`src/rtl/ddr2_pkg.sv`:
```
// Shared DDR2 command encodings, timing conversions and arbiter state type.
package ddr2_pkg;

  localparam logic [3:0] CmdNop  = 4'b0111;
  localparam logic [3:0] CmdPre  = 4'b0010;
  localparam logic [3:0] CmdAref = 4'b0001;
  localparam logic [3:0] CmdLm   = 4'b0000;

  // Round up so a timing constraint is never shortened by truncation.
  function automatic int unsigned ns_to_cyc(input int unsigned ns, input int unsigned tck);
    return (ns + tck - 1) / tck;
  endfunction

  localparam int unsigned T_CK_NS   = 5;
  localparam int unsigned T_REFI_NS = 7800;
  localparam int unsigned T_RP_NS   = 20;
  localparam int unsigned T_RFC_NS  = 130;

  localparam int unsigned REFI_CYC = ns_to_cyc(T_REFI_NS, T_CK_NS);
  localparam int unsigned TRP_CYC  = ns_to_cyc(T_RP_NS, T_CK_NS);
  localparam int unsigned TRFC_CYC = ns_to_cyc(T_RFC_NS, T_CK_NS);

  typedef enum logic [2:0] {
    StInit,
    StIdle,
    StRefPre,
    StRefTrp,
    StRefAref,
    StRefTrfc,
    StWrite,
    StRead
  } arb_state_e;

endpackage

```
`src/rtl/ddr2_ref_timer.sv`:
```
// Periodic auto-refresh request generator with sticky overrun flag.
module ddr2_ref_timer
  import ddr2_pkg::*;
#(
  parameter int unsigned RefiCyc = REFI_CYC
) (
  input  logic clk,
  input  logic rst,
  input  logic enable,
  input  logic ref_ack,
  output logic ref_req,
  output logic ref_overrun
);

  localparam int unsigned CntW = $clog2(RefiCyc);

  logic [CntW-1:0] cnt_q, cnt_d;
  logic            req_q, req_d;
  logic            ovr_q, ovr_d;
  logic            term;

  assign term = enable && (cnt_q == CntW'(RefiCyc - 1));

  always_comb begin
    cnt_d = cnt_q;
    req_d = req_q;
    ovr_d = ovr_q;
    if (enable) begin
      cnt_d = term ? '0 : cnt_q + CntW'(1);
    end
    if (ref_ack) begin
      req_d = 1'b0;
    end
    // A new expiry wins over a same-cycle ack so no interval is lost.
    if (term) begin
      req_d = 1'b1;
      if (req_q) begin
        ovr_d = 1'b1;
      end
    end
  end

  always_ff @(posedge clk) begin
    if (rst) begin
      cnt_q <= '0;
      req_q <= 1'b0;
      ovr_q <= 1'b0;
    end else begin
      cnt_q <= cnt_d;
      req_q <= req_d;
      ovr_q <= ovr_d;
    end
  end

  assign ref_req     = req_q;
  assign ref_overrun = ovr_q;

endmodule

```
`src/rtl/ddr2_cmd_arbiter.sv`:
```
// DDR2 command bus owner: init passthrough, then refresh/write/read arbitration
// onto registered pins.
module ddr2_cmd_arbiter
  import ddr2_pkg::*;
#(
  parameter int unsigned BA_BITS   = 3,
  parameter int unsigned ADDR_BITS = 14,
  parameter int unsigned tCK       = 5,
  parameter int unsigned tREFI     = 7800,
  parameter int unsigned tRP       = 20,
  parameter int unsigned tRFC      = 130
) (
  input  logic                 clk,
  input  logic                 rst,
  input  logic                 init_end,
  input  logic                 init_cke,
  input  logic [3:0]           init_cmd,
  input  logic [BA_BITS-1:0]   init_ba,
  input  logic [ADDR_BITS-1:0] init_addr,
  input  logic                 wr_req,
  input  logic                 wr_end,
  input  logic [3:0]           wr_cmd,
  input  logic [BA_BITS-1:0]   wr_ba,
  input  logic [ADDR_BITS-1:0] wr_addr,
  output logic                 wr_en,
  input  logic                 rd_req,
  input  logic                 rd_end,
  input  logic [3:0]           rd_cmd,
  input  logic [BA_BITS-1:0]   rd_ba,
  input  logic [ADDR_BITS-1:0] rd_addr,
  output logic                 rd_en,
  output logic                 ddr2_cke,
  output logic [3:0]           ddr2_cmd,
  output logic [BA_BITS-1:0]   ddr2_ba,
  output logic [ADDR_BITS-1:0] ddr2_addr,
  output logic                 ref_overrun
);

  localparam int unsigned RefiCyc = ns_to_cyc(tREFI, tCK);
  localparam int unsigned TrpCyc  = ns_to_cyc(tRP, tCK);
  localparam int unsigned TrfcCyc = ns_to_cyc(tRFC, tCK);
  localparam int unsigned WaitW   = $clog2(TrfcCyc);

  arb_state_e           state_q, state_d;
  logic [WaitW-1:0]     wait_q, wait_d;
  logic                 last_wr_q, last_wr_d;
  logic                 cke_q, cke_d;
  logic [3:0]           cmd_q, cmd_d;
  logic [BA_BITS-1:0]   ba_q, ba_d;
  logic [ADDR_BITS-1:0] addr_q, addr_d;
  logic                 ref_req;
  logic                 ref_ack;

  ddr2_ref_timer #(
    .RefiCyc (RefiCyc)
  ) u_ref_timer (
    .clk         (clk),
    .rst         (rst),
    .enable      (init_end),
    .ref_ack     (ref_ack),
    .ref_req     (ref_req),
    .ref_overrun (ref_overrun)
  );

  always_comb begin
    state_d   = state_q;
    wait_d    = wait_q;
    last_wr_d = last_wr_q;
    ref_ack   = 1'b0;
    cke_d     = 1'b1;
    cmd_d     = CmdNop;
    ba_d      = '0;
    addr_d    = '0;

    unique case (state_q)
      StInit: begin
        cke_d  = init_cke;
        cmd_d  = init_cmd;
        ba_d   = init_ba;
        addr_d = init_addr;
        if (init_end) begin
          state_d = StIdle;
        end
      end
      StIdle: begin
        if (ref_req) begin
          state_d = StRefPre;
        end else if (wr_req && rd_req) begin
          state_d = last_wr_q ? StRead : StWrite;
        end else if (wr_req) begin
          state_d = StWrite;
        end else if (rd_req) begin
          state_d = StRead;
        end
      end
      StRefPre: begin
        cmd_d      = CmdPre;
        addr_d[10] = 1'b1;
        wait_d     = '0;
        state_d    = StRefTrp;
      end
      StRefTrp: begin
        if (wait_q == WaitW'(TrpCyc - 2)) begin
          state_d = StRefAref;
        end else begin
          wait_d = wait_q + WaitW'(1);
        end
      end
      StRefAref: begin
        cmd_d   = CmdAref;
        ref_ack = 1'b1;
        wait_d  = '0;
        state_d = StRefTrfc;
      end
      StRefTrfc: begin
        if (wait_q == WaitW'(TrfcCyc - 2)) begin
          state_d = StIdle;
        end else begin
          wait_d = wait_q + WaitW'(1);
        end
      end
      StWrite: begin
        cmd_d  = wr_cmd;
        ba_d   = wr_ba;
        addr_d = wr_addr;
        if (wr_end) begin
          state_d   = StIdle;
          last_wr_d = 1'b1;
        end
      end
      StRead: begin
        cmd_d  = rd_cmd;
        ba_d   = rd_ba;
        addr_d = rd_addr;
        if (rd_end) begin
          state_d   = StIdle;
          last_wr_d = 1'b0;
        end
      end
      default: begin
        state_d = StInit;
      end
    endcase
  end

  always_ff @(posedge clk) begin
    if (rst) begin
      state_q   <= StInit;
      wait_q    <= '0;
      last_wr_q <= 1'b0;
      cke_q     <= 1'b0;
      cmd_q     <= CmdNop;
      ba_q      <= '0;
      addr_q    <= '0;
    end else begin
      state_q   <= state_d;
      wait_q    <= wait_d;
      last_wr_q <= last_wr_d;
      cke_q     <= cke_d;
      cmd_q     <= cmd_d;
      ba_q      <= ba_d;
      addr_q    <= addr_d;
    end
  end

  assign wr_en     = (state_q == StWrite);
  assign rd_en     = (state_q == StRead);
  assign ddr2_cke  = cke_q;
  assign ddr2_cmd  = cmd_q;
  assign ddr2_ba   = ba_q;
  assign ddr2_addr = addr_q;

endmodule
```
`config.mk`:
```
export PLATFORM = sky130hd
export DESIGN_NAME = ddr2_cmd_arbiter
export DESIGN_NICKNAME = d
export VERILOG_FILES = /design/src/rtl/ddr2_pkg.sv /design/src/rtl/ddr2_ref_timer.sv /design/src/rtl/ddr2_cmd_arbiter.sv
export SDC_FILE = /design/constraint.sdc
export NUM_CORES = 1
export LEC_CHECK = 0
export CORE_ASPECT_RATIO = 1.75
export CORE_UTILIZATION = 42
export DETAILED_ROUTE_END_ITERATION = 12
export PLACE_DENSITY_LB_ADDON = 0.05
export SLEW_MARGIN = 20
export SYNTH_ARGS = -nofsm -noshare
export SYNTH_HDL_FRONTEND = slang
export SYNTH_SLANG_ARGS = --single-unit
```
`constraint.sdc`:
```
create_clock -name clk -period 1.82 [get_ports clk]
set_input_delay 0.364 -clock clk [delete_from_list [all_inputs] [get_ports clk]]
set_output_delay 0.364 -clock clk [all_outputs]
set_load 0.005 [all_outputs]
```
==> metrics.log, run 1 <==
INFO  metric remaining_drc_errors = 2
INFO  metric postSynth.asyncResetShare = 0%
INFO  metric full_die_area = 0.00564 mm2
INFO  metric initial_antenna_violation_count = 0
INFO  metric fin_cells = between 400 and 500
INFO  metric power.combinational.fraction = around 44%
INFO  metric design.core.area = 0.00506 mm2
INFO  metric critPathArrivalTime = 1.93 ns
INFO  metric clkPwrFrac = between 20% and 30%
INFO  metric clk_root_buffer_cell = sky130_fd_sc_hd__clkbuf_8
INFO  metric crit_path_start_kind = flop
INFO  metric synth_edf_count = 0
INFO  metric synthDominantCellAreaShare = between 30% and 40%
INFO  metric fin_area = roughly 0.0035 mm2
INFO  metric initial_core_util = between 40% and 50%
INFO  metric cp_top_family = compound AO/OA/AOI/OAI gates
INFO  metric first_global_vias = between 2k and 2.5k
INFO  metric routabilityCongestion = roughly 0.78
INFO  metric postSynthRegisterBits = 44
INFO  metric fin_skew = ~0.0055 ns
INFO  metric grt_start_max_net_pins = 28
INFO  metric critical_path_buf_inv_count = 0
INFO  metric synth_warnings = 0
INFO  metric timing.slew.headroom = ~70%
INFO  metric power.share.sequential = a little under a third
INFO  metric synth.lib_cells_used.distinct = 44
INFO  metric clockBufferDepth = 2
INFO  metric layout_min_cycle_time = ~1.7 ns
INFO  metric numCtsBuffers = 5
INFO  metric timing.critical_path.slowest_cell_delay = around 0.49 ns
INFO  metric gr-usage-all-layers = 22.6%
INFO  metric finish.net_count = about 450
INFO  metric intPower = 0.00275 W
INFO  metric worst_hold_path_type = reg2reg
INFO  metric worst_skew_late_latency = 0.29 ns
INFO  metric grt_first_pass_wirelength = about 10000 um
INFO  metric post-layout-total-power = a little over 0.004 W
INFO  metric area_growth_syn_to_layout = 56.2%
INFO  metric die_x = roughly 57 um
INFO  metric first_iter_violations = a little under 80
INFO  metric max_freq = slightly below 0.6 GHz
INFO  metric tritoncts = done
INFO  metric peakVddDrop = about 0.00069 V
INFO  metric violations = design-rule violations
INFO  metric timing_worst_slew_pin_value = approximately 0.47 ns
INFO  metric post_synth_instance_area = between 0.002 and 0.0025 mm2
INFO  metric placement.cell_area = around 0.0033 mm2
INFO  metric place_hpwl = 4730 um
INFO  metric criticalPathCategory = reg2reg
INFO  metric critical_path_fanouts_max = 3
INFO  metric ys_dominant_reg_cell = sky130_fd_sc_hd__dfxtp_1
INFO  metric global_route.overflow_total = 0
INFO  metric final_min_period_over_clock_period = between 90 and 100%
INFO  metric drive_above_1_share = a little under an eighth
INFO  metric maxSlewViolCount = 0
INFO  metric final_setup_violation_count = 0
INFO  metric power-per-cell-area = 1160 mW/mm2
INFO  metric antenna_violating_nets_post_route = 0
INFO  metric run_status = complete, but fails checks
INFO  metric post_drt_via_cell_ratio = ~5.3
INFO  metric required = 2.01 ns
INFO  metric synth_largest_area_cell = sky130_fd_sc_hd__dfxtp_1
INFO  metric chipHeight = around 99 um
INFO  metric critPathSlowestCell = sky130_fd_sc_hd__or4b_4
INFO  metric drt-pass1-iter-count = 9
INFO  metric synthCells = ~270
INFO  metric p_sw = 0.00130 W
INFO  metric setup_tns = 0 ns
INFO  metric num_vias = between 2k and 2.5k
INFO  metric crit_chain = ha_4 > or4b_4 > a32oi_4 > o211ai_1 > a31o_2
INFO  metric final.fill_count = about 420
INFO  metric postSynthAreaPerCell = a little over 8 um2
INFO  metric syn_nets = approximately 350
INFO  metric total_leakage_power = roughly 1.4 nW
INFO  metric design.portCount = 96
INFO  metric cts_htree_levels = 2
INFO  metric cell_rows = 34
INFO  metric worstSetupEndpointType = flop
INFO  metric setup_repair_after_global_routing_missed_its_margin = no
INFO  metric cts_num_sinks = 44
INFO  metric max-cap-violations = 0
INFO  metric totalWireLength = 6140 um
INFO  metric path_clk_slew = about 0.09 ns
INFO  metric sw_share = about a third
INFO  metric synth.yosys.seq_area_share = 39.3%
INFO  metric route.detailed.wl_per_inst = approximately 14 um
INFO  metric synth.area.top_cells = sky130_fd_sc_hd__dfxtp_1, sky130_fd_sc_hd__mux2i_1, sky130_fd_sc_hd__nor2_1
INFO  metric setup_ws = approximately 0.085 ns
INFO  metric total_inserted_antenna_cells = 0
INFO  metric layout.cells.most_common_list = sky130_fd_sc_hd__clkdlybuf4s50_1, sky130_fd_sc_hd__nor2_1, sky130_fd_sc_hd__dfxtp_1
INFO  metric finalHoldViolCount = 0
INFO  metric placement.setup.worst_slack = between 0.06 and 0.07 ns
INFO  metric layout.cells.most_common = sky130_fd_sc_hd__clkdlybuf4s50_1
INFO  metric io_buffer_count = 95
INFO  metric dpl.cell_count = 422
[synthesized netlist by cell type (2+ instances only)]
| library cell | n |
|---|---|
| sky130_fd_sc_hd__o22ai_1 | 2 |
| sky130_fd_sc_hd__a21o_1 | 4 |
| sky130_fd_sc_hd__nand2_1 | 16 |
| sky130_fd_sc_hd__a31oi_1 | 2 |
| sky130_fd_sc_hd__o221a_2 | 3 |
| sky130_fd_sc_hd__nand4b_1 | 2 |
| sky130_fd_sc_hd__xor2_1 | 7 |
| sky130_fd_sc_hd__nand3_1 | 14 |
| sky130_fd_sc_hd__buf_2 | 7 |
| sky130_fd_sc_hd__xnor2_1 | 3 |
| sky130_fd_sc_hd__nor4_1 | 2 |
| sky130_fd_sc_hd__a21oi_1 | 32 |
| sky130_fd_sc_hd__nand4_1 | 3 |
| sky130_fd_sc_hd__nand2b_1 | 5 |
| sky130_fd_sc_hd__and2_1 | 2 |
| sky130_fd_sc_hd__o21ai_0 | 10 |
| sky130_fd_sc_hd__nor3_1 | 3 |
| sky130_fd_sc_hd__clkbuf_1 | 6 |
| sky130_fd_sc_hd__nor2_1 | 50 |
| sky130_fd_sc_hd__dfxtp_1 | 44 |
| sky130_fd_sc_hd__inv_1 | 7 |
| sky130_fd_sc_hd__and3_1 | 2 |
| sky130_fd_sc_hd__mux2i_1 | 20 |
| sky130_fd_sc_hd__ha_1 | 4 |
| sky130_fd_sc_hd__nor2b_1 | 3 |
[timing repair]
action	CTS	global route
setup endpoints to repair	2	3
resized for setup	6	5
cloned	0	0
pin swaps	0	3
buffers inserted	0	1
hold buffers	0	0
endpoints found under the hold margin	0	0
[routing by layer]
layer	up-vias	share of wire, %	global-route usage, %
met1	1047	37	22.9
met5	-	0	0
met4	0	2.5	10.3
met2	82	54	41.2
met3	13	7.0	6.82
li1	1148	-	-
[path summary, 6_finish.rpt]
kind                             endpoint  cells after the start               startpoint  slack [ns]
setup / recovery               state_q[1]                      5                wait_q[1]        0.09
hold / removal    u_ref_timer.ref_overrun                      2  u_ref_timer.ref_overrun        0.49
setup reg to reg               state_q[1]                      5                wait_q[1]        0.09
hold reg to reg   u_ref_timer.ref_overrun                      2  u_ref_timer.ref_overrun        0.49
[area by class of cell]
class	count	area [um2]	area share, %
clock buffer	5	68.8	1.97
sequential	44	888	25.4
clock inverter	3	90.1	2.57
tap	54	67.6	1.93
timing repair buffer	112	1080	30.7
inverter	7	26.3	0.751
multi-input combinational	206	1280	36.7
[logic make-up after synthesis]
| logic type | synth area share [%] |
|---|---|
| buf+inv | 4.58 |
| mux | 8.93 |
| compound gates | 16.5 |
| simple gates | 24.6 |
| flops | 39.3 |
| fa+ha+maj | 2.23 |
| xor+xnor | 3.91 |
[tightest hold or removal path, stage by stage (launching register included)]
cell and delay, ns:
sky130_fd_sc_hd__dfxtp_1 0.34, sky130_fd_sc_hd__a21oi_1 0.05, sky130_fd_sc_hd__nor2_1 0.07
[power groups by stage]
stage / Combinational, W / Sequential, W / Clock [W]
5_1_grt: 0.00197 / 0.00126 / 0.00108
6_report: 0.00179 / 0.00124 / 0.00103
3_3_place_gp: 0.00174 / 0.00124 / 0
4_1_cts: 0.00176 / 0.00124 / 0.00104
2_1_floorplan: 0.00103 / 0.00124 / 0
3_5_place_dp: 0.00176 / 0.00125 / 0
[metrics by stage]
stage	util (%)	hold WS, ns
after floorplan	-	0.433
after global placement	65.3	0.461
after detailed placement	65.3	0.465
after CTS	68.5	0.489
after global routing	69.2	0.530
final	69.2	0.489
[registers in the layout, indices dropped and copies added (netlist names)]
register                 count
ddr2_cmd                     4
last_wr_q                    1
u_ref_timer.cnt_q           11
state_q                      3
ddr2_addr                   14
wait_q                       5
ddr2_ba                      3
u_ref_timer.ref_overrun      1
u_ref_timer.ref_req          1
ddr2_cke                     1
Note: power is estimated with default switching activity, not from simulation.
==> run 2: changes to the inputs <==
==> constraint.sdc (replaced) <==
create_clock -name clk -period 1.82 [get_ports clk]
set_input_delay 0.364 -clock clk [delete_from_list [all_inputs] [get_ports clk]]
set_output_delay 0.364 -clock clk [all_outputs]
set_load 0.01 [all_outputs]
==> run 2 against run 1 <==
Against the previous run: the flow still finishes with violations (design-rule violations); fmax rose by 1.5%; final cell count rose by 0.23%; clock power fell by 25%; final area fell by 1.5%; count of clock-buffer cells in the layout did not move; largest power group unchanged; flip-flop and latch count did not move; critical path type unchanged; utilization fell by 1.1 points; die area did not move.
==> metrics.log, run 2 (synthesis gave the netlist of run 1 again) <==
INFO  metric grtUsageMet1 = 22.1% (-0.78 points)
INFO  metric core_utilization_of_the_finished_layout = 68.1% (-1.1 points)
INFO  metric antenna_violating_nets_post_route = 0 (unchanged)
INFO  metric crit_path_start_kind = flop
INFO  metric design.core.area = 0.00506 mm2 (unchanged)
INFO  metric global_route.usage.met3 = 6.30% (-0.52 points)
INFO  metric number_of_cells_on_the_worst_hold_path = 2 (unchanged)
INFO  metric full_die_area = 0.00564 mm2 (unchanged)
INFO  metric total_inserted_antenna_cells = 0 (unchanged)
INFO  metric drt-pass1-iter-count = 8 (-1)
INFO  metric final_min_period_over_clock_period = 93.9% (-1.4 points)
INFO  metric numCtsBuffers = 5 (unchanged)
INFO  metric final.fill_count = 433 (+2.4%)
INFO  metric gr-usage-all-layers = 23.1% (+0.47 points)
INFO  metric start_point_of_the_worst_hold_path = u_ref_timer.cnt_q[1]
INFO  metric routabilityCongestion = 0.760 (-2.0%)
INFO  metric first_iter_violations = 129 (+65%)
INFO  metric num_vias = 2246 (-1.9%)
INFO  metric cell_rows = 34 (unchanged)
INFO  metric crit_chain = inv_2 > ha_1 > or4b_4 > a32oi_4 > o211ai_1 > a31o_2
INFO  metric timing.slew.headroom = 67.8% (-0.77 points)
INFO  metric grt.busiest_layer = met2
INFO  metric timing.critical_path.slowest_cell_delay = 0.49 ns (about the same)
INFO  metric cts_num_sinks = 44 (unchanged)
INFO  metric area_growth_syn_to_layout = 53.8%
INFO  metric finish.net_count = 452 (+0.22%)
INFO  metric required = 2.02 ns (about the same)
INFO  metric r2r-start = wait_q[0]
INFO  metric worstRegToRegCells = 6 (+1)
INFO  metric setup_ws = 0.111 ns (+0.0258 ns)
INFO  metric worst_skew_late_latency = 0.30 ns (about the same)
INFO  metric criticalPathCategory = reg2reg
INFO  metric clkPwrFrac = 20.2% (-5.1 points)
INFO  metric p_sw = 0.00136 W (+4.6%)
INFO  metric peakVddDrop = 0.000541 V (-22%)
INFO  metric clk_root_buffer_cell = sky130_fd_sc_hd__clkbuf_8
INFO  metric first_global_vias = 2376 (-0.042%)
INFO  metric critical_path_fanouts_max = 3 (unchanged)
INFO  metric chipHeight = 98.6 um (unchanged)
INFO  metric path_clk_slew = 0.10 ns (about the same)
INFO  metric maxSlewViolCount = 0 (unchanged)
INFO  metric die_x = 57.2 um (unchanged)
INFO  metric critPathArrivalTime = 1.91 ns (-0.02 ns)
INFO  metric drive_above_1_share = 11.4% (-0.30 points)
INFO  metric place_hpwl = 4690 um (-0.90%)
INFO  metric timing_worst_slew_pin_value = 0.479 ns (+0.0114 ns)
INFO  metric intPower = 0.00248 W (-9.9%)
INFO  metric layout_min_cycle_time = 1.71 ns (-0.0258 ns)
INFO  metric initial_core_util = 44.3% (unchanged)
INFO  metric io_buffer_count = 95 (unchanged)
INFO  metric total_leakage_power = 1.33 nW (-1.5%)
INFO  metric violations = design-rule violations
INFO  metric grt_first_pass_wirelength = 10200 um (+0.14%)
INFO  metric layout.cells.most_common = sky130_fd_sc_hd__clkdlybuf4s50_1
INFO  metric fin_skew = 0.0119 ns (+0.00637 ns)
INFO  metric finalHoldViolCount = 0 (unchanged)
INFO  metric layout.cells.most_common_list = sky130_fd_sc_hd__clkdlybuf4s50_1, sky130_fd_sc_hd__nor2_1, sky130_fd_sc_hd__dfxtp_1
INFO  metric largest_reg_flops = 14 (unchanged)
INFO  metric cts_htree_levels = 2 (unchanged)
INFO  metric post_drt_via_cell_ratio = 5.20 (-2.1%)
INFO  metric cts.hold.buffers_added = 0 (unchanged)
INFO  metric startpoint = wait_q[0]
INFO  metric max_freq = 0.585 GHz (+1.5%)
INFO  metric global_route.overflow_total = 0 (unchanged)
INFO  metric clockBufferDepth = 2 (unchanged)
INFO  metric initial_antenna_violation_count = 0 (unchanged)
INFO  metric gr-usage-met2 = 44.0% (+2.8 points)
INFO  metric power.share.sequential = 32.3% (+1.7 points)
INFO  metric remaining_drc_errors = 2 (unchanged)
INFO  metric final_setup_violation_count = 0 (unchanged)
INFO  metric max-cap-violations = 0 (unchanged)
INFO  metric power-per-cell-area = 1110 mW/mm2 (-3.8%)
INFO  metric power.combinational.fraction = 47.5% (+3.4 points)
INFO  metric worst_hold_path_type = reg2reg
INFO  metric totalWireLength = 6090 um (-0.80%)
INFO  metric sw_share = 35.5% (+3.4 points)
INFO  metric setup_repair_after_global_routing_missed_its_margin = yes
INFO  metric placement.setup.worst_slack = 0.0596 ns (-0.00200 ns)
INFO  metric fin_worst_hold_slack = 0.509 ns (+0.0198 ns)
INFO  metric worstSetupEndpointType = flop
INFO  metric critPathSlowestCell = sky130_fd_sc_hd__or4b_4
INFO  metric run_status = complete, but fails checks
INFO  metric grt_start_max_net_pins = 22 (-21%)
INFO  metric tritoncts = done
INFO  metric route.detailed.wl_per_inst = 14.1 um (-1.0%)
INFO  metric design.portCount = 96 (unchanged)
## run 2: power groups by stage
stage | registers (W) | logic, W | clock network, W
2_1_floorplan | 0.00130 | 0.00103 | 0
5_1_grt | 0.00126 | 0.00202 | 0.000832
3_3_place_gp | 0.00125 | 0.00181 | 0
4_1_cts | 0.00124 | 0.00183 | 0.000789
3_5_place_dp | 0.00125 | 0.00182 | 0
6_report | 0.00124 | 0.00183 | 0.000777
## run 2: worst max-delay path: cells and delay by family (launching register included)
family | cells | cell delay (ns)
AO/OA/AOI/OAI | 3 | 0.62
flip-flops | 1 | 0.33
AND/OR/NAND/NOR | 1 | 0.49
adder cells (fa/ha/maj) | 1 | 0.12
buffers and inverters | 1 | 0.05
## run 2: layout make-up
type,count,area [um2],area share (%)
multi-input cells,206,1270,36.8
repair buffers,113,1080,31.4
clock buffers,5,68.8,2.00
clock inverters,3,46.3,1.34
inverters,7,26.3,0.762
well taps,54,67.6,1.96
flip-flops and latches,44,886,25.7
## run 2: stage by stage
step / power, W / setup TNS (ns) / area, um2 / instances
6_report: 0.00384 / 0 / 3450 / 432
3_5_place_dp: 0.00307 / 0 / 3320 / 424
5_1_grt: 0.00411 / -0.00665 / 3450 / 432
2_1_floorplan: 0.00233 / 0 / 2240 / 272
3_3_place_gp: 0.00306 / 0 / 3320 / 424
4_1_cts: 0.00386 / 0 / 3430 / 432
## run 2: what timing repair did
| item | in CTS | in global routing |
|---|---|---|
| resized for setup | 4 | 3 |
| pin swaps | 0 | 3 |
| buffers inserted | 0 | 0 |
| endpoints found under the setup margin | 2 | 2 |
| gates cloned | 0 | 0 |
## run 2: path summary, 6_finish.rpt
check	to	slack, ns
worst max-delay path	state_q[1]	0.11
worst min register to register	u_ref_timer.cnt_q[1]	0.51
worst max register to register	state_q[1]	0.11
worst min-delay path	u_ref_timer.cnt_q[1]	0.51
## run 2: per-layer routing
layer	up-vias	wire (um)	share of wire, %
li1	1152	-	-
met1	1012	2300	38
met2	67	3260	54
met3	15	353	5.8
met4	0	172	2.8
met5	-	0	0
==> run 3: changes to the inputs <==
--- a/config.mk
+++ b/config.mk
@@ -5,8 +5,9 @@
 export SDC_FILE = /design/constraint.sdc
 export NUM_CORES = 1
 export LEC_CHECK = 0
+export ABC_AREA = 1
 export CORE_ASPECT_RATIO = 1.75
-export CORE_UTILIZATION = 42
+export CORE_UTILIZATION = 43
 export DETAILED_ROUTE_END_ITERATION = 12
 export PLACE_DENSITY_LB_ADDON = 0.05
 export SLEW_MARGIN = 20
==> run 3 against run 2 <==
Against the previous run: the run now ends clean; utilization decreased by 2.5 points; die area rose by 3.1%; synthesized cell count grew 35%; non-clock buffer count fell by 7; clock skew fell by 0.0029 ns; sequential share of layout area is 0.28 points lower; wire length up 5.7%; fmax is 9.9% higher; area after synthesis is 5.7% higher; critical path type is now reg2out; largest cell class unchanged.
==> metrics.log, run 3 <==
INFO  metric run_status = finished clean
INFO  metric worst_skew_late_latency = 0.30 ns (about the same)
INFO  metric drive_above_1_share = 8.15% (-3.2 points)
INFO  metric layout_min_cycle_time = 1.56 ns (-0.154 ns)
INFO  metric ys_dominant_reg_cell = sky130_fd_sc_hd__dfxtp_1
INFO  metric worst_hold_path_type = reg2reg
INFO  metric crit_chain = buf_4 > nor2_4 > dlygate4sd2_1
INFO  metric design.portCount = 96 (unchanged)
INFO  metric post-layout-total-power = 0.00333 W (-13%)
INFO  metric critPathArrivalTime = 1.19 ns (-0.72 ns)
INFO  metric cts.hold.buffers_added = 0 (unchanged)
INFO  metric postSynthRegisterBits = 44 (unchanged)
INFO  metric postSynth.asyncResetShare = 0% (unchanged)
INFO  metric criticalPathCategory = reg2out
INFO  metric setup_ws = 0.265 ns (+0.154 ns)
INFO  metric synth_xor_xnor_area_share = 0.370% (-3.5 points)
INFO  metric grt_first_pass_wirelength = 10200 um (+0.75%)
INFO  metric core_utilization_of_the_finished_layout = 65.6% (-2.5 points)
INFO  metric final_min_period_over_clock_period = 85.4% (-8.4 points)
INFO  metric required = 1.46 ns (-0.56 ns)
INFO  metric layout.cells.most_common_list = sky130_fd_sc_hd__nand2_1, sky130_fd_sc_hd__clkdlybuf4s50_1, sky130_fd_sc_hd__inv_1
INFO  metric timing.critical_path.slowest_cell_delay = 0.33 ns (-0.16 ns)
INFO  metric tritoncts = done
INFO  metric final_setup_violation_count = 0 (unchanged)
INFO  metric synth.most_common_cell = sky130_fd_sc_hd__nand2_1
INFO  metric post_drt_via_cell_ratio = 4.70 (-9.6%)
INFO  metric clockBufferDepth = 2 (unchanged)
INFO  metric synthCells = 366 (+35%)
INFO  metric design.core.area = 0.00530 mm2 (+4.7%)
INFO  metric fin_cells = 540 (+25%)
INFO  metric cts_htree_levels = 2 (unchanged)
INFO  metric numCtsBuffers = 5 (unchanged)
INFO  metric path_clk_slew = 0.08 ns (-0.02 ns)
INFO  metric crit_path_start_kind = flop
INFO  metric cell_rows = 35 (+2.9%)
INFO  metric worstSetupEndpointType = output pin
INFO  metric synth.yosys.seq_area_share = 37.2% (-2.1 points)
INFO  metric fin_skew = 0.00897 ns (-0.00291 ns)
INFO  metric clk_root_buffer_cell = sky130_fd_sc_hd__clkbuf_8
INFO  metric dpl.cell_count = 532 (+25%)
INFO  metric synthDominantCellAreaShare = 37.2% (-2.1 points)
INFO  metric placement.setup.worst_slack = 0.0472 ns (-0.0124 ns)
INFO  metric critical_path_fanouts_max = 7 (+4)
INFO  metric final.fill_count = 515 (+19%)
INFO  metric routabilityCongestion = 0.853 (+12%)
INFO  metric critPathSlowestCell = sky130_fd_sc_hd__dfxtp_1
INFO  metric critical_path_buf_inv_count = 2 (+1)
INFO  metric totalWireLength = 6430 um (+5.7%)
INFO  metric peakVddDrop = 0.000839 V (+55%)
INFO  metric cts_num_sinks = 44 (unchanged)
INFO  metric initial_antenna_violation_count = 0 (unchanged)
INFO  metric postSynthAreaPerCell = 6.47 um2 (-21%)
INFO  metric power-per-cell-area = 959 mW/mm2 (-14%)
INFO  metric synth-adder-area-share = 2.11% (-0.12 points)
INFO  metric synth_largest_area_cell = sky130_fd_sc_hd__dfxtp_1
INFO  metric layout.cells.most_common = sky130_fd_sc_hd__nand2_1
INFO  metric route.detailed.wl_per_inst = 11.9 um (-15%)
INFO  metric synth.lib_cells_used.distinct = 30 (-32%)
INFO  metric global_route.overflow_total = 0 (unchanged)
INFO  metric post_synth_mux_area_share = 0% (-8.9 points)
INFO  metric setup_repair_after_global_routing_missed_its_margin = no
INFO  metric chipHeight = 100 um (+1.6%)
INFO  metric antenna_violating_nets_post_route = 0 (unchanged)
INFO  metric first_iter_violations = 60 (-53%)
INFO  metric grt_start_max_net_pins = 23 (+4.5%)
INFO  metric synth_edf_count = 0 (unchanged)
INFO  metric synth_top_family_by_area = simple AND/OR/NAND/NOR gates
INFO  metric syn_nets = 441 (+27%)
INFO  metric synth_simple_gate_area_share = 41.3% (+17 points)
INFO  metric drt-pass1-iter-count = 4 (-4)
INFO  metric setup_tns = 0 ns (unchanged)
INFO  metric area_fraction_in_compound_gates_after_synthesis = 6.55% (-9.9 points)
INFO  metric place_hpwl = 5030 um (+7.2%)
INFO  metric io_buffer_count = 95 (unchanged)
INFO  metric timing.slew.headroom = 80.3% (+13 points)
INFO  metric ys_top_cells_by_count = sky130_fd_sc_hd__nand2_1, sky130_fd_sc_hd__dfxtp_1, sky130_fd_sc_hd__inv_1, sky130_fd_sc_hd__nand3_1, sky130_fd_sc_hd__nor2_1
INFO  metric first_global_vias = 2304 (-3.0%)
INFO  metric post_synth_instance_area = 0.00237 mm2 (+5.7%)
INFO  metric initial_core_util = 44.7% (+0.43 points)
INFO  metric cp_top_family = buffers and inverters
INFO  metric gr-usage-all-layers = 22.8% (-0.21 points)
INFO  metric maxSlewViolCount = 0 (unchanged)
INFO  metric max_freq = 0.643 GHz (+9.9%)
INFO  metric full_die_area = 0.00582 mm2 (+3.1%)
INFO  metric synth.area.top_cells = sky130_fd_sc_hd__dfxtp_1, sky130_fd_sc_hd__nand2_1, sky130_fd_sc_hd__nand3_1
INFO  metric remaining_drc_errors = 0 (-2)
INFO  metric finalHoldViolCount = 0 (unchanged)
INFO  metric total_inserted_antenna_cells = 0 (unchanged)
INFO  metric max-cap-violations = 0 (unchanged)
INFO  metric synth_warnings = 0 (unchanged)
INFO  metric postCtsSetupRepairBufs = 0 (unchanged)
INFO  metric total_leakage_power = 1.59 nW (+20%)
INFO  metric num_vias = 2539 (+13%)
INFO  metric finish.net_count = 540 (+19%)
INFO  metric area_growth_syn_to_layout = 46.8%
INFO  metric die_x = 58.1 um (+1.5%)
INFO  metric timing_worst_slew_pin_value = 0.295 ns (-0.184 ns)
INFO  metric largest_reg_flops = 14 (unchanged)
==> run 3: changes by cell type after synthesis, moves of 4 or more <==
cell                       delta
sky130_fd_sc_hd__buf_2        -4
sky130_fd_sc_hd__nand2_1    +109
sky130_fd_sc_hd__mux2i_1     -20
sky130_fd_sc_hd__nor2_2       +5
sky130_fd_sc_hd__inv_1       +37
sky130_fd_sc_hd__nand3_1     +25
sky130_fd_sc_hd__nor2_1      -15
sky130_fd_sc_hd__buf_4        +5
sky130_fd_sc_hd__nand2b_1     -5
sky130_fd_sc_hd__xor2_1       -7
sky130_fd_sc_hd__a21oi_1     -19
sky130_fd_sc_hd__a21o_1       -4
sky130_fd_sc_hd__clkbuf_1     -5
==> run 3: stage by stage <==
| step | instance area [um2] | hold slack (ns) |
|---|---|---|
| detailed placement | 3390 | 0.446 |
| global placement | 3390 | 0.439 |
| CTS | 3480 | 0.461 |
| global route | 3480 | 0.494 |
| floorplan | 2370 | 0.437 |
| finish | 3480 | 0.455 |
==> run 3: timing repair <==
action	in CTS	in global routing
resized for setup	4	0
endpoints found under the hold margin	0	0
endpoints found under the setup margin	2	0
==> run 3: worst min-delay path, cell delays in order, from the launching register on <==
cell and delay [ns]:
sky130_fd_sc_hd__dfxtp_1 0.31, sky130_fd_sc_hd__inv_1 0.05, sky130_fd_sc_hd__a21oi_1 0.05
==> run 3: worst paths after layout <==
kind / start / endpoint / slack (ns) / depth (start not counted)
max reg2reg: wait_q[0] / state_q[0] / 0.34 / 11
max: state_q[0] / wr_en / 0.26 / 3
min: u_ref_timer.ref_overrun / u_ref_timer.ref_overrun / 0.45 / 2
min reg2reg: u_ref_timer.ref_overrun / u_ref_timer.ref_overrun / 0.45 / 2
==> run 3: cell families (layout without fill, tap and decap cells) <==
group	count (synthesis)	count (layout)
AOI/OAI and AO/OA	28	28
xor gates and xnor gates	1	1
adders and majority gates	4	4
buffers and inverters	63	163
DFF	44	44
and+or+nand+nor	226	226
==> run 3: cell type report <==
class	instances	area, um2	share of cell area [%]
clock buffer	8	90.1	2.59
tap	74	92.6	2.66
sequential	44	883	25.4
multi-input combinational	259	1190	34.3
inverter	49	186	5.36
timing repair buffer	106	1030	29.7
==> run 3: where the power goes <==
part | switching [W] | internal [W] | leakage (nW)
clock network | 0.000317 | 0.000310 | 0.0455
registers | 0.0000932 | 0.00114 | 0.360
logic | 0.000794 | 0.000683 | 1.19
==> run 3: metal layers <==
| metal | global-route usage, % | vias to the layer above | share of wire (%) | wire length (um) |
|---|---|---|---|---|
| met5 | 0 | - | 0 | 0 |
| met4 | 8.61 | 0 | 1.7 | 112 |
| li1 | - | 1335 | - | - |
| met2 | 41.2 | 76 | 51 | 3300 |
| met1 | 25.9 | 1118 | 42 | 2670 |
| met3 | 4.38 | 10 | 5.4 | 350 |
